--- src/rtl/ids_dma.sv ---
// rtl/ids_dma.sv - single-channel word-copy DMA engine with MMIO config registers
// Copies LEN words from SRC to DST over the arbitrated DMEM port, one word per RD/CAP/WR pass.
module ids_dma #(
   parameter int LEN_W = 16
) (
   input  logic        i_clk,
   input  logic        i_rst_n,
   input  logic        i_cfg_write,
   input  logic [3:0]  i_cfg_addr,
   input  logic [31:0] i_cfg_wdata,
   output logic [31:0] o_cfg_rdata,
   output logic        o_irq,
   output logic        o_req_dma,
   input  logic        i_gnt_dma,
   output logic [31:0] o_dma_addr,
   output logic        o_dma_write,
   output logic        o_dma_read,
   output logic [3:0]  o_dma_size,
   output logic [31:0] o_dma_din,
   input  logic [31:0] i_dma_dout
);

   typedef enum logic [1:0] {S_IDLE, S_RD, S_CAP, S_WR} state_t;

   state_t            r_state;
   state_t            w_state_nxt;
   logic [31:2]       r_src;
   logic [31:2]       r_dst;
   logic [31:2]       r_rd_addr;
   logic [31:2]       r_wr_addr;
   logic [LEN_W-1:0]  r_len;
   logic [LEN_W-1:0]  r_remain;
   logic              r_busy;
   logic              r_done;
   logic              r_irq_en;
   logic [31:0]       r_buf;

   logic              w_cfg_en;
   logic              w_ctrl_wr;
   logic              w_start;
   logic              w_rd_acc;
   logic              w_wr_acc;
   logic              w_last;

   assign w_cfg_en  = i_cfg_write && !r_busy;
   assign w_ctrl_wr = i_cfg_write && (i_cfg_addr == 4'hC);
   assign w_start   = w_ctrl_wr && i_cfg_wdata[0] && !r_busy;
   assign w_rd_acc  = (r_state == S_RD) && i_gnt_dma;
   assign w_wr_acc  = (r_state == S_WR) && i_gnt_dma;
   assign w_last    = w_wr_acc && (r_remain == LEN_W'(1));

   always_ff @(posedge i_clk or negedge i_rst_n) begin
      if (!i_rst_n) r_state <= S_IDLE;
      else          r_state <= w_state_nxt;
   end

   always_comb begin
      w_state_nxt = r_state;
      o_req_dma   = 1'b0;
      o_dma_read  = 1'b0;
      o_dma_write = 1'b0;
      o_dma_addr  = 32'h0;
      o_dma_din   = 32'h0;
      case (r_state)
         S_IDLE: begin
            if (w_start && (r_len != '0)) w_state_nxt = S_RD;
         end
         S_RD: begin
            o_req_dma  = 1'b1;
            o_dma_read = 1'b1;
            o_dma_addr = {r_rd_addr, 2'b00};
            if (i_gnt_dma) w_state_nxt = S_CAP;
         end
         S_CAP: begin
            o_req_dma   = 1'b1;
            w_state_nxt = S_WR;
         end
         S_WR: begin
            o_req_dma   = 1'b1;
            o_dma_write = 1'b1;
            o_dma_addr  = {r_wr_addr, 2'b00};
            o_dma_din   = r_buf;
            if (i_gnt_dma) w_state_nxt = (r_remain == LEN_W'(1)) ? S_IDLE : S_RD;
         end
         default: w_state_nxt = S_IDLE;
      endcase
   end

   // Later assignments take priority: start overrides the done-clear, completion overrides both.
   always_ff @(posedge i_clk or negedge i_rst_n) begin
      if (!i_rst_n) begin
         r_src     <= '0;
         r_dst     <= '0;
         r_len     <= '0;
         r_rd_addr <= '0;
         r_wr_addr <= '0;
         r_remain  <= '0;
         r_busy    <= 1'b0;
         r_done    <= 1'b0;
         r_irq_en  <= 1'b0;
         r_buf     <= 32'h0;
      end else begin
         if (w_cfg_en && (i_cfg_addr == 4'h0)) r_src <= i_cfg_wdata[31:2];
         if (w_cfg_en && (i_cfg_addr == 4'h4)) r_dst <= i_cfg_wdata[31:2];
         if (w_cfg_en && (i_cfg_addr == 4'h8)) r_len <= i_cfg_wdata[LEN_W-1:0];
         if (w_ctrl_wr) begin
            r_irq_en <= i_cfg_wdata[3];
            if (i_cfg_wdata[2]) r_done <= 1'b0;
         end
         if (w_start) begin
            r_rd_addr <= r_src;
            r_wr_addr <= r_dst;
            r_remain  <= r_len;
            if (r_len == '0) begin
               r_done <= 1'b1;
            end else begin
               r_busy <= 1'b1;
               r_done <= 1'b0;
            end
         end
         if (w_rd_acc) r_rd_addr <= r_rd_addr + 30'd1;
         // The SRAM answers the read accepted last cycle, so capture without looking at the grant.
         if (r_state == S_CAP) r_buf <= i_dma_dout;
         if (w_wr_acc) begin
            r_wr_addr <= r_wr_addr + 30'd1;
            r_remain  <= r_remain - LEN_W'(1);
         end
         if (w_last) begin
            r_busy <= 1'b0;
            r_done <= 1'b1;
         end
      end
   end

   always_comb begin
      o_cfg_rdata = 32'h0;
      case (i_cfg_addr)
         4'h0:    o_cfg_rdata = {r_src, 2'b00};
         4'h4:    o_cfg_rdata = {r_dst, 2'b00};
         4'h8:    o_cfg_rdata = 32'(r_len);
         4'hC:    o_cfg_rdata = {28'h0, r_irq_en, r_done, r_busy, 1'b0};
         default: o_cfg_rdata = 32'h0;
      endcase
   end

   assign o_dma_size = 4'b1111;
   assign o_irq      = r_done & r_irq_en;

endmodule

--- config.mk ---
export PLATFORM = sky130hd
export DESIGN_NAME = ids_dma
export DESIGN_NICKNAME = d
export VERILOG_FILES = /design/src/rtl/ids_dma.sv
export SDC_FILE = /design/constraint.sdc
export NUM_CORES = 1
export LEC_CHECK = 0
export BUFFER_PORTS_ARGS = -buffer_cell sky130_fd_sc_hd__clkbuf_2
export CORE_UTILIZATION = 50
export CTS_CLUSTER_SIZE = 20
export DETAILED_ROUTE_END_ITERATION = 8
export PLACE_DENSITY = 0.73
export SKIP_CTS_REPAIR_TIMING = 1
export SLEW_MARGIN = 40
export SYNTH_ARGS = -nofsm -noshare
export SYNTH_HDL_FRONTEND = slang
export SYNTH_SLANG_ARGS = --single-unit
--- constraint.sdc ---
create_clock -name i_clk -period 2.8 [get_ports i_clk]
set_clock_uncertainty 0.1 [all_clocks]
set_input_delay 0.56 -clock i_clk [delete_from_list [all_inputs] [get_ports i_clk]]
set_output_delay 0.56 -clock i_clk [all_outputs]
set_load 0.005 [all_outputs]
### After elaboration in Yosys (flattened, before gate mapping)

Index checks and enable logic that the tools add are counted.

* memories kept: 0
* output and inout port bits: 104
* ROM bits: 0
* RAM bits: 0
* flip-flop bits (word level): 189
* logic and storage cells: 76
* bits of input ports: 72
* bits in latches: 0

* div/mod/pow operators: 0
* bitwise operators: 1
* muxes and demuxes: 25
* shifts and indexed selects: 0
* eq/ne operators: 11
* reductions and logical operators: 25
* $add $sub $neg: 3
* magnitude comparators: 0
* multipliers: 0

Operator list (count)
* one-hot mux 32 bit (4 select lines): 1
* 2-to-1 mux 30 bit: 4
* one-hot mux 32 bit (2 select lines): 1
* adder 30 x 1 -> 30 bit (second input constant): 2
* 2-to-1 mux 16 bit: 2
* 2-to-1 mux 32 bit: 1
* equality test 16 x 1 -> 1 bit (second input constant): 1
* zero test 16 bit: 1
* nonzero test 16 bit: 1
* subtractor 16 x 1 -> 16 bit (second input constant): 1
* 2-to-1 mux 1 bit: 12
* logical AND 1 bit: 11
* equality test 4 bit (second input constant): 2
* inequality test 2 bit (second input constant): 4
* one-hot mux 2 bit (4 select lines): 1
* 2-to-1 mux 2 bit: 3
* nonzero test 2 bit: 3
* nonzero test 3 bit: 2
* equality test 2 bit (second input constant): 2
* equality test 4 x 3 -> 1 bit (second input constant): 1
* zero test 4 bit: 1
* AND reduction 2 bit: 2
* AND reduction 3 bit: 1
* OR reduction 3 bit: 1
* other kinds (4): 4

### Depth between registers and ports, before layout

Gate-level depths: netlist (run 1).

* depth after elaboration: 7
* mapped depth: 10
* gate-level depth less buffers: 7

### Worst setup path after synthesis (run 1)

Ideal clock, no wire load.

* path type: input-to-output
* start: input port i_cfg_addr[1]
* end: output port o_cfg_rdata[10]
* path slack: 0.679 ns
* stages: 4
* required time: 2.140 ns
* arrival: 1.461 ns
* cell sequence: nor4b_4 > clkbuf_1 > a22oi_1 > nand2_1

* word-level cells in the longest chain between the ends: 2
* elaborated cells on any way between the ends: 5
* classes of those cells: eq/ne (3); mux (1); reduce/logical (1)

RTL lines
* from (decl): RTL line 9 `input logic [3:0] i_cfg_addr,`
* equality test 4 bit (tied with other cells): RTL line 137 `case (i_cfg_addr)`
* one-hot mux 32 bit (4 select lines) *: RTL line 137
* to (decl): RTL line 11 `output logic [31:0] o_cfg_rdata,`

Mark *: on every way between the ends. The rest lies on a longest branch, timed or not.

### Worst setup path after layout (run 1)

* start: register r_state[1]
* end: output port o_dma_addr[7]

* word-level cells in the longest chain between the ends: 2
* elaborated cells on any way between the ends: 3
* classes of those cells: eq/ne (2); mux (1)

RTL lines
* from (decl): RTL line 25 `state_t r_state;`
* from (signal assigned): RTL line 54 `else r_state <= w_state_nxt;`
* equality test 2 bit or equality test 2 x 1 -> 1 bit (tied branches): RTL line 64 `case (r_state)`
* one-hot mux 32 bit (2 select lines) *: RTL line 64
* to (decl): RTL line 15 `output logic [31:0] o_dma_addr,`

Marks and branches as above.

==> impl.org, run 1 <==
** Route
- The detailed router finished its first iteration with 724 violations.
- Highest metal layer with signal wires :: met4
- After detailed routing, the average wire length per cell comes to 19.5 um.
- Detailed routing placed a total of 12600 um of wire on met2.
- Detailed-routed wire length on met3 :: 1820 um
- Detailed Route WL :: 26700 um
- In the final routing, the length of wire on met1 measures 11700 um.
- For this block, the via count after detailed routing is 8269.
- The pre-antenna-repair detailed-routing pass consisted of 5 iterations.
- Using the TritonRoute via totals, the vias-per-cell ratio works out to 6.05.
- DR DRC count :: 0
- Number of routed nets with antenna violations :: 0

** GRT
- The first global-routing pass estimated 43100 um of wire.
- Entering global routing, the biggest net connects 65 pins.
- Number of antenna violations at the first check in global routing :: 0
- Global router's overall resource usage :: 0.276
- Remaining Overflow, GRT :: 0
- The number of global-route vias before repair is 8019.

** Yosys
- Average cell area after synthesis :: 10.6 um2
- Synthesized-area fraction occupied by adder cells :: 0.0114
- Synthesized-area fraction occupied by ao, oa, aoi and oai cells :: 0.153
- Yosys top cell by area :: sky130_fd_sc_hd__dfrtp_1
- Commonest cells post-synth :: 189 x sky130_fd_sc_hd__dfrtp_1, 109 x sky130_fd_sc_hd__mux2_2, 84 x sky130_fd_sc_hd__nand2_1
- FFs w/ async S/R, synth :: 1.00
- The Yosys step of the flow raised 0 warnings.
- Count of different cell masters after synthesis :: 72
- Most frequent cell after synthesis :: sky130_fd_sc_hd__dfrtp_1
- Share of synthesized area spent on multiplexers :: 0.133
- After synthesis the cells add up to 0.00987 mm2.
- Combinational family with the most area after synthesis :: simple AND/OR/NAND/NOR gates
- Synth top area cells :: sky130_fd_sc_hd__dfrtp_1 48%, sky130_fd_sc_hd__mux2_2 12%, sky130_fd_sc_hd__a22o_1 4.2%
- Simple-Gate Fraction of Synth Area :: 0.186
- Of the synthesized area, sequential elements account for 0.479.
- Mapped Cells :: 932
- Predominant post-synthesis flop cell :: sky130_fd_sc_hd__dfrtp_1
- Of the total synthesized cell area, the portion taken by XOR and XNOR cells is 0.
- Of the post-synthesis cell area, the dominant cell type holds 0.479.
- In this run, synthesis inferred 0 flip-flops with an integrated enable.
- Synthesis inferred 189 register bits.

** Worst setup path
- For the worst setup path, the data required time is 2.14 ns.
- By startpoint and endpoint, the worst setup path is classified as flip-flop to primary output.
- Critical-path maximum fanout :: 33
- Endpoint arrival time on the critical path :: 1.93 ns
- The worst setup path is captured at a primary output.
- Critical Path Start Type :: flip-flop

** Cells and area
- Relative to the synthesized area, the layout overhead comes to 18.9%.
- The finished cells cover 0.0117 mm2.
- In the final layout, the share of cells above drive strength 1 is 0.334.
- The repair_antennas step left the layout with diodes totalling 0.
- Util after Layout :: 0.605
- Nets :: 1171
- The finished layout holds 1366 standard cells, fillers aside.

** Clock network
- Number of buffers between clock root and the deepest sink :: 2
- Clock input transition at the sequential cells of the worst setup and hold paths :: 0.07 ns
- At the later pin of the worst-skew pair, clock insertion delay measures 0.43 ns.
- CTS sink count :: 189
- The H-tree was split into 4 levels.
- TritonCTS clock tree :: yes
- Clock tree synthesis inserted a total of 17 buffers.
- CTS placed an instance of sky130_fd_sc_hd__clkbuf_16 at the clock tree root.

** Timing
- Actual transition at the worst max-transition pin :: 0.557 ns
- Based on the critical path, the design can be clocked at up to 0.386 GHz.
- Setup violations remaining at the end of the flow were counted as 0.
- Share of the clock period used by the worst path :: 0.926
- Endpoints failing hold :: 0
- Headroom to the max-slew limit :: 0.626
- Crit path time final :: 2.59 ns
- Setup repair after global routing left no endpoint under its margin.
- Total Neg Setup Slack :: 0 ns
- The number of max-slew violations in the final report is 0.
- Setup slack on the critical path of the routed design comes to 0.207 ns.

** Placement
- Once placement finished, the instance area stood at 0.0111 mm2.
- The congestion estimate from routability-driven global placement came to 0.904.
- Buffers placed on the I/O ports in this run total 169.
- DP Wirelength :: 19000 um
- Before CTS, the worst setup slack after placement is 0.391 ns.
- Once placement completed, the tool counted placed cells totaling 1335.

** Worst hold path
- HP Class :: input pin to flip-flop

** Pwr
- For this design the static power due to leakage is 5.67 nW.
- Across the VDD grid, the largest voltage drop is 470 uV.
- Internal power comes to 6.59 mW.
- Part of the power in registers :: 0.426
- The analysis attributes to net switching a power of 3.43 mW.
- Of the total power, the share spent switching nets is 0.343.
- Of the total power, the clock network draws 0.258.
- Of the total power, combinational logic draws 0.316.
- Power spread over the standard cell area amounts to 854 mW/mm2.

** Floorplan
- The die is 142 um wide.
- Vert. Die Dim :: 142 um
- Die ar. :: 0.0203 mm2
- Area of the core region :: 0.0194 mm2
- Number of ports placed on the die boundary :: 176
- For this configuration, the core starts out at a cell density of 0.509.
- The initialized floorplan defines 51 standard-cell rows.

** Run
- Across the run, the number of max-cap violations was 0.

** Outcome
- The run finished with clean final reports.
## area by class of cell
cell class                 count  area, um2
tap                          265        332
sequential                   189       4730
fill                        1641       7660
multi-input combinational    669       4810
clock buffer                  20        457
timing repair buffer         200       1190
clock inverter                10        164
inverter                      13       48.8
## per-layer routing
| layer | GRT usage | vias up |
|---|---|---|
| met5 | 0 | - |
| met4 | 0.0883 | 0 |
| met3 | 0.0505 | 59 |
| met2 | 0.440 | 351 |
| met1 | 0.381 | 4092 |
| li1 | - | 3767 |
## sequential cells by signal (all words and copies together) (netlist names)
name       count
r_len         16
r_wr_addr     30
r_irq_en       1
r_done         1
r_rd_addr     30
r_state        2
r_src         30
r_busy         1
r_remain      16
r_buf         32
r_dst         30
## per-stage QoR
stage / total power, mW / hold slack (ns)
finish: 10.0 / 0.256
floorplan: 6.15 / 0.164
global placement: 7.34 / 0.364
CTS: 10.1 / -0.0833
global route: 10.6 / 0.243
detailed placement: 7.46 / 0.379
## power by group through the flow
stage / Clock [mW] / Combinational (mW) / Sequential (mW)
2_1_floorplan: 0 / 2.17 / 3.98
3_3_place_gp: 0 / 3.09 / 4.25
3_5_place_dp: 0 / 3.16 / 4.29
4_1_cts: 2.62 / 3.19 / 4.25
5_1_grt: 2.72 / 3.50 / 4.37
6_report: 2.58 / 3.17 / 4.27
## logic make-up (layout without fill, tap and decap cells)
group,Yosys count,count (layout)
compound gates,205,205
fa+ha+maj,9,9
buf+inv,78,243
flops,189,189
mux,117,117
other cells,2,6
simple gates,332,332
## layout by cell type (no fill, tap or decap), types with 3 or more instances in the layout
| master | Yosys | layout |
|---|---|---|
| sky130_fd_sc_hd__nand4_1 | 8 | 8 |
| sky130_fd_sc_hd__o211ai_1 | 9 | 9 |
| sky130_fd_sc_hd__nand3_1 | 31 | 31 |
| sky130_fd_sc_hd__o22ai_1 | 7 | 7 |
| sky130_fd_sc_hd__nand2_1 | 84 | 84 |
| sky130_fd_sc_hd__nor4_1 | 7 | 7 |
| sky130_fd_sc_hd__o221a_2 | 4 | 4 |
| sky130_fd_sc_hd__nor2_1 | 61 | 61 |
| sky130_fd_sc_hd__a211oi_1 | 27 | 27 |
| sky130_fd_sc_hd__and4_1 | 8 | 8 |
| sky130_fd_sc_hd__nand4_2 | 3 | 3 |
| sky130_fd_sc_hd__a21oi_1 | 27 | 27 |
| sky130_fd_sc_hd__ha_1 | 9 | 8 |
| sky130_fd_sc_hd__a22o_1 | 47 | 47 |
| sky130_fd_sc_hd__clkbuf_2 | 3 | 168 |
| sky130_fd_sc_hd__a31oi_1 | 7 | 7 |
| sky130_fd_sc_hd__a311oi_1 | 13 | 13 |
| sky130_fd_sc_hd__or3_1 | 8 | 8 |
| sky130_fd_sc_hd__nor3_1 | 34 | 34 |
| sky130_fd_sc_hd__dfrtp_1 | 189 | 189 |
| sky130_fd_sc_hd__mux2_2 | 109 | 109 |
| sky130_fd_sc_hd__inv_1 | 13 | 13 |
| sky130_fd_sc_hd__o21ai_0 | 20 | 20 |
| sky130_fd_sc_hd__buf_4 | 10 | 22 |
| sky130_fd_sc_hd__mux2i_1 | 7 | 7 |
| sky130_fd_sc_hd__nor4_4 | 4 | 5 |
| sky130_fd_sc_hd__buf_12 | 0 | 8 |
| sky130_fd_sc_hd__nor4_2 | 4 | 3 |
| sky130_fd_sc_hd__a21o_1 | 6 | 6 |
| sky130_fd_sc_hd__clkbuf_8 | 0 | 3 |
| sky130_fd_sc_hd__or2_2 | 3 | 3 |
| sky130_fd_sc_hd__conb_1 | 2 | 6 |
| sky130_fd_sc_hd__and3_1 | 15 | 15 |
| sky130_fd_sc_hd__and2_1 | 38 | 38 |
| sky130_fd_sc_hd__clkbuf_16 | 0 | 17 |
| sky130_fd_sc_hd__a22oi_1 | 18 | 18 |
| sky130_fd_sc_hd__bufinv_16 | 0 | 4 |
## worst paths after layout
path / startpoint / to / slack (ns) / depth (start not counted)
worst max-delay path: r_state[1] / o_dma_addr[7] / 0.21 / 5
worst min-delay path: i_dma_dout[27] / r_buf[27] / 0.26 / 2
worst max register to register: r_state[1] / r_rd_addr[17] / 0.46 / 7
worst min register to register: r_remain[14] / r_remain[14] / 0.39 / 2
max in group asynchronous: i_rst_n / r_buf[9] / 1.48 / 3
min in group asynchronous: i_rst_n / r_src[12] / 0.49 / 2
## critical path: stages, from the launching register on
cell and delay (ns):
sky130_fd_sc_hd__dfrtp_1 0.42, sky130_fd_sc_hd__inv_1 0.13, sky130_fd_sc_hd__ha_1 0.17, sky130_fd_sc_hd__buf_4 0.35, sky130_fd_sc_hd__a22o_1 0.28, sky130_fd_sc_hd__clkbuf_2 0.13
Note: power is estimated with default switching activity, not from simulation.
==> run 2: changes to the inputs <==
--- a/config.mk
+++ b/config.mk
@@ -5,11 +5,10 @@
 export SDC_FILE = /design/constraint.sdc
 export NUM_CORES = 1
 export LEC_CHECK = 0
-export BUFFER_PORTS_ARGS = -buffer_cell sky130_fd_sc_hd__clkbuf_2
 export CORE_UTILIZATION = 50
-export CTS_CLUSTER_SIZE = 20
+export CTS_CLUSTER_SIZE = 28
 export DETAILED_ROUTE_END_ITERATION = 8
-export PLACE_DENSITY = 0.73
+export DONT_BUFFER_PORTS = 1
 export SKIP_CTS_REPAIR_TIMING = 1
 export SLEW_MARGIN = 40
 export SYNTH_ARGS = -nofsm -noshare
==> impl.org, run 2 (same netlist as run 1, synthesis figures left out) <==
** Outcome
- Outcome :: complete, but fails checks
- The final reports fail on negative hold slack.

** Timing
- The final setup TNS came to 0 ns (unchanged).
- The worst-case headroom to the max-slew limit came to 0.633 (+0.00739).
- The post-route worst setup slack is 0.186 ns (-0.0213 ns).
- Final-report setup violation count :: 0 (unchanged)
- Crit path time final :: 2.61 ns (+0.0213 ns)
- The final-report hold violation count was 189 (+189).
- The maximum operating frequency came to 0.383 GHz (-0.81%).
- The number of max-slew violations in the final report was 0 (unchanged).
- The transition at the pin with the smallest max-transition slack was 0.546 ns (-0.0107 ns).
- Setup repair after global routing missed its margin :: false
- The final hold slack is -0.285 ns (-0.541 ns).
- The final critical-path share of the clock period is 0.933 (+0.00759).

** Worst setup path
- Critical Path Start Type :: flip-flop
- Chain of cells forming the critical path :: inv_1 -> ha_1 -> buf_4 -> buf_4 -> a22o_1
- The count of cell instances traversed by the critical path is 5 (unchanged).
- R2r startpoint :: r_state[0]
- The required time at the endpoint of the critical path came to 2.14 ns (about the same).
- The worst endpoint data arrival time came to 1.95 ns (+0.02 ns).
- Critical-path maximum fanout :: 22 (-33%)
- Endpoint kind of the worst setup timing path :: primary output
- Cell family with most CP delay :: buffers and inverters
- Reg-to-reg slack, setup :: 0.53 ns (+0.07 ns)
- Crit-path slowest cell :: sky130_fd_sc_hd__dfrtp_1
- Cell occurring most often along the worst timing path :: sky130_fd_sc_hd__buf_4
- The worst setup path is of the flip-flop to primary output kind.
- Number of cells traversed by the worst register-to-register path :: 7 (unchanged)
- Stage delay of the slowest cell on the critical path :: 0.42 ns (about the same)
- The number of buffers and inverters on the critical path came to 3 (unchanged).
- The endpoint identified for the worst register-to-register timing path is r_remain[11].

** GRT
- The overall overflow remaining after global route came to 0 (unchanged).
- The global routing usage summed across all routing layers is 0.270 (-0.00559).
- Maximum number of pins on one net before global-route repair :: 190 (+190%)
- Vias in the first global route :: 7479 (-6.7%)
- The initial antenna violation count was 0 (unchanged).
- Global-route wire length before repair :: 41600 um (-3.3%)

** Pwr
- Max IR drop VDD :: 527 uV (+12%)
- Leakage component of the power :: 4.89 nW (-14%)
- Power density cells :: 879 mW/mm2 (+2.9%)

** Route
- The number of nets still failing antenna checks after routing came to 0 (unchanged).
- DR DRC count :: 0 (unchanged)
- The vias per cell was 6.36 (+5.1%).
- Per-cell routed wire length :: 22.6 um (+16%)
- Total number of vias :: 7615 (-7.9%)
- The length of the first detailed-routing pass in iterations is 5 (unchanged).
- Detailed Route WL :: 27100 um (+1.6%)
- The violation count after the first detailed-routing iteration is 435 (-40%).

** Clock network
- H-tree levels :: 4 (unchanged)
- Clock tree root buffer cell :: sky130_fd_sc_hd__clkbuf_16
- The total CTS buffers was 17 (unchanged).
- TritonCTS built the clock tree.
- The TritonCTS sink count came to 189 (unchanged).
- The insertion delay to the later sink of the worst-skew pair came to 0.44 ns (about the same).
- The clock transition at the registers of the reported paths is 0.07 ns (about the same).
- The number of buffers on the longest clock path came to 2 (unchanged).

** Cells and area
- The number of diodes added for antenna fixing is 0 (unchanged).
- The design area came to 0.0108 mm2 (-8.3%).
- The utilization after layout was 0.554 (-0.0504).
- Nets :: 1000 (-15%)
- Compared with the post-synthesis result, the final layout area differs by 9.02%.
- Largest register FFs :: 32 (unchanged)
- Leaving out fill and tap cells, the most frequent cells in the layout are 189 x sky130_fd_sc_hd__dfrtp_1, 109 x sky130_fd_sc_hd__mux2_2, 84 x sky130_fd_sc_hd__nand2_1.
- The proportion of layout cells with a drive suffix above 1 is 0.216 (-0.119).
- Leaving out fill and tap cells, the most frequent cell in the layout is sky130_fd_sc_hd__dfrtp_1.
- Ranked by flip-flop count, first place goes to r_buf.

** Placement
- The pre-CTS setup slack is 0.469 ns (+0.0775 ns).
- DP Wirelength :: 19100 um (+0.88%)
- Final weighted congestion in routability-driven placement :: 0.903 (-0.15%)
- The placed standard-cell area was 0.0102 mm2 (-8.5%).
- The number of port buffers came to 0 (-100%).

** Floorplan
- The initial cell density of the core came to 0.509 (unchanged).
- Vert. Die Dim :: 142 um (unchanged)
- The width of the chip came to 142 um (unchanged).
- Number of ports placed on the die boundary :: 176 (unchanged)
- The area of the core came to 0.0194 mm2 (unchanged).
- Die ar. :: 0.0203 mm2 (unchanged)
- Placement row count :: 51 (unchanged)

** Run
- The max-cap violation count is 0 (unchanged).

** Worst hold path
- HP Class :: input pin to async pin
[run 2: area by class of cell]
cell class	count	area, um2
inverter	13	48.8
multi-input combinational	669	4820
timing repair buffer	29	230
clock inverter	13	153
sequential	189	4730
tap	265	332
clock buffer	19	443
fill	1733	8640
[run 2: how the worst max path moves through the flow]
stage | start | end
after floorplan | i_cfg_addr[1] | o_cfg_rdata[10]
after global placement | i_cfg_addr[1] | r_state[1]
after detailed placement | i_cfg_addr[1] | r_rd_addr[10]
after CTS | r_state[1] | o_dma_addr[8]
after global routing | r_state[1] | o_dma_addr[8]
final | r_state[1] | o_dma_addr[8]
[run 2: metrics by stage]
stage,hold slack (ns),power [mW],cells
after global routing,-0.308,9.91,1197
after floorplan,0.164,6.15,936
final,-0.285,9.45,1197
after CTS,-0.297,9.48,1197
after detailed placement,0.170,6.98,1165
after global placement,0.171,6.84,1165
[run 2: per-layer routing]
layer / GRT usage / vias to the layer above / part of all wire
li1: - / 3442 / -
met1: 0.338 / 3876 / 0.42
met2: 0.465 / 257 / 0.50
met3: 0.0676 / 40 / 0.064
met4: 0.0719 / 0 / 0.015
met5: 0 / - / 0
[run 2: power by group]
part           total [mW]  switching [mW]  internal [mW]
registers            4.26           0.762           3.50
logic                2.70            1.46           1.25
clock network        2.49            1.13           1.36
==> run 3: changes to the inputs <==
--- a/config.mk
+++ b/config.mk
@@ -9,6 +9,7 @@
 export CTS_CLUSTER_SIZE = 28
 export DETAILED_ROUTE_END_ITERATION = 8
 export DONT_BUFFER_PORTS = 1
+export REMOVE_ABC_BUFFERS = 1
 export SKIP_CTS_REPAIR_TIMING = 1
 export SLEW_MARGIN = 40
 export SYNTH_ARGS = -nofsm -noshare
==> impl.org, run 3 (same netlist as run 1, synthesis figures left out) <==
** Worst setup path
- Chain of cells forming the critical path :: ha_2 -> buf_4 -> a22o_1
- The delay of the slowest cell on the worst path was 0.55 ns (+0.13 ns).
- The worst setup path is captured at a primary output.
- Crit path required time :: 2.14 ns (about the same)
- The largest fanout on the critical path is 64 (+190%).
- The number of buffers and inverters on the critical path is 1 (-2).
- Crit-path slowest cell :: sky130_fd_sc_hd__buf_4
- STA classifies the critical path startpoint as a flip-flop.
- Class of the most critical setup path :: flip-flop to primary output
- Reg-to-reg slack, setup :: 0.44 ns (-0.09 ns)
- The worst endpoint data arrival time was 2.01 ns (+0.06 ns).
- Cell family with most CP delay :: buffers and inverters

** Placement
- The count of placed standard cells including taps was 1160 (-0.43%).
- Setup Slack @ Placement :: 0.449 ns (-0.0194 ns)
- Number of buffers added on ports :: 0 (unchanged)
- The weighted congestion at the end of routability-driven global placement was 0.879 (-2.6%).
- The post-detailed-placement half-perimeter wirelength is 19100 um (-0.22%).

** Pwr
- Leakage component of the power :: 4.88 nW (-0.20%)
- Fraction of power spent switching nets :: 0.358 (+0.00429)
- The internal power component is 6.10 mW (-0.21%).
- The fraction of power consumed by the clock network came to 0.268 (+0.005).
- Total power :: 9.50 mW (+0.46%)
- Sw Pwr :: 3.40 mW (+1.7%)
- The sequential share of power came to 0.450 (about the same).
- Max IR drop VDD :: 442 uV (-16%)
- Gate power share :: 0.282 (-0.004)
- The power density of the placed cells came to 883 mW/mm2 (+0.51%).

** Cells and area
- The number of diodes added for antenna fixing is 0 (unchanged).
- In the layout the commonest cells are 189 x sky130_fd_sc_hd__dfrtp_1, 109 x sky130_fd_sc_hd__mux2_2, 84 x sky130_fd_sc_hd__nand2_1.
- Final-layout fill cell count :: 1730 (-0.17%)
- The number of flip-flops under the largest register name was 32 (unchanged).
- The register with the most flip-flops in the final layout is r_buf.
- The final standard cell count with taps included and fillers excluded is 1192 (-0.42%).
- The utilization after layout is 0.554 (about the same).
- The total number of nets in the final design is 995 (-0.50%).
- Area growth syn-to-layout :: 8.97% (about the same)
- Proportion of layout cells with a drive suffix above 1 :: 0.213 (-0.00315)
- Most frequent standard cell in the layout excluding fill and tap cells :: sky130_fd_sc_hd__dfrtp_1

** Floorplan
- Die ar. :: 0.0203 mm2 (unchanged)
- Area of the core region :: 0.0194 mm2 (unchanged)
- Number of ports placed on the die boundary :: 176 (unchanged)
- The standard-cell row count was 51 (unchanged).
- Width of the die :: 142 um (unchanged)
- The initial cell density of the core is 0.509 (unchanged).
- Vert. Die Dim :: 142 um (unchanged)

** Timing
- The transition at the pin with the smallest max-transition slack was 0.666 ns (+0.119 ns).
- The minimum clock period came to 2.67 ns (+0.0605 ns).
- Worst Hold Slack :: -0.287 ns (-0.00215 ns)
- The number of max-slew violations in the final report came to 0 (unchanged).
- Headroom to the max-slew limit :: 0.556 (-0.0767)
- The post-route worst setup slack came to 0.126 ns (-0.0605 ns).
- The maximum operating frequency was 0.374 GHz (-2.3%).
- The final critical-path share of the clock period came to 0.955 (+0.0216).
- Final-report setup violation count :: 0 (unchanged)
- Setup repair after global routing missed its margin :: false
- Endpoints failing hold :: 189 (unchanged)

** Route
- The total wire length is 27200 um (+0.42%).
- DRT Pass-1 Iters :: 7 (+2)
- The vias per cell was 6.40 (+0.52%).
- Number of routed nets with antenna violations :: 0 (unchanged)
- Drt first-iter violations :: 611 (+40%)
- DR DRC count :: 0 (unchanged)
- Total number of vias :: 7623 (+0.11%)
- The mean routed wirelength per cell came to 22.8 um (+0.84%).

** Clock network
- H-tree levels :: 4 (unchanged)
- TritonCTS clock tree :: yes
- The insertion delay to the later sink of the worst-skew pair was 0.44 ns (about the same).
- The clock transition at the registers of the reported paths came to 0.07 ns (about the same).
- The total CTS buffers is 17 (unchanged).
- CTS sink count :: 189 (unchanged)
- Clock tree root buffer cell :: sky130_fd_sc_hd__clkbuf_16
- Number of buffers between clock root and the deepest sink :: 2 (unchanged)

** Run
- Maxcap violations :: 0 (unchanged)

** GRT
- The global routing usage summed across all routing layers is 0.277 (+0.00673).
- The overall overflow remaining after global route is 0 (unchanged).
- Number of antenna violations at the first check in global routing :: 0 (unchanged)
- The number of global-route vias before repair came to 7463 (-0.21%).
- The wire length of the first global-routing pass is 42600 um (+2.3%).
- Maximum number of pins on one net before global-route repair :: 190 (unchanged)

** Outcome
- Outcome :: complete, but fails checks
- Failing checks :: negative hold slack

** Worst hold path
- HP Class :: input pin to async pin
[run 3: cell types whose count changed in the layout (fill, tap and decap cells not counted)]
cell,previous run,this run
sky130_fd_sc_hd__clkinv_4,2,1
sky130_fd_sc_hd__clkbuf_1,1,0
sky130_fd_sc_hd__inv_6,5,6
sky130_fd_sc_hd__clkinvlp_4,2,0
sky130_fd_sc_hd__clkinv_8,0,4
sky130_fd_sc_hd__clkbuf_8,1,0
sky130_fd_sc_hd__buf_4,28,23
[run 3: worst paths after layout]
check	start	endpoint	cells after the start
max	r_state[0]	o_dma_addr[19]	3
min	i_rst_n	r_buf[3]	0
max reg2reg	r_state[1]	r_rd_addr[17]	7
min reg2reg	r_buf[21]	r_buf[21]	1
max in group asynchronous	i_rst_n	r_state[1]	0
min in group i_clk	i_cfg_wdata[0]	r_len[0]	1
[run 3: per-layer routing]
| metal | share of wire | track usage |
|---|---|---|
| met3 | 0.061 | 0.0572 |
| met1 | 0.44 | 0.375 |
| met2 | 0.48 | 0.440 |
| met4 | 0.023 | 0.101 |
| met5 | 0 | 0 |
[run 3: through the flow]
stage	area, um2	TNS (ns)
after detailed placement	10100	0
after global placement	10100	0
after CTS	10800	0
after global routing	10800	0
after floorplan	9570	-81.90
final	10800	0
[run 3: final cells by class]
class	instances	area (um2)	area share
clock buffer	17	425	0.0396
clock inverter	15	203	0.0189
inverter	13	48.8	0.00454
multi-input combinational	669	4820	0.448
sequential	189	4730	0.440
tap	265	332	0.0308
timing repair buffer	24	193	0.0179
[run 3: power by group through the flow]
stage	Combinational, mW	Sequential [mW]	Clock (mW)
6_report	2.68	4.27	2.55
5_1_grt	2.93	4.37	2.72
4_1_cts	2.70	4.25	2.61
3_5_place_dp	2.69	4.30	0
3_3_place_gp	2.60	4.25	0
2_1_floorplan	2.04	4.02	0
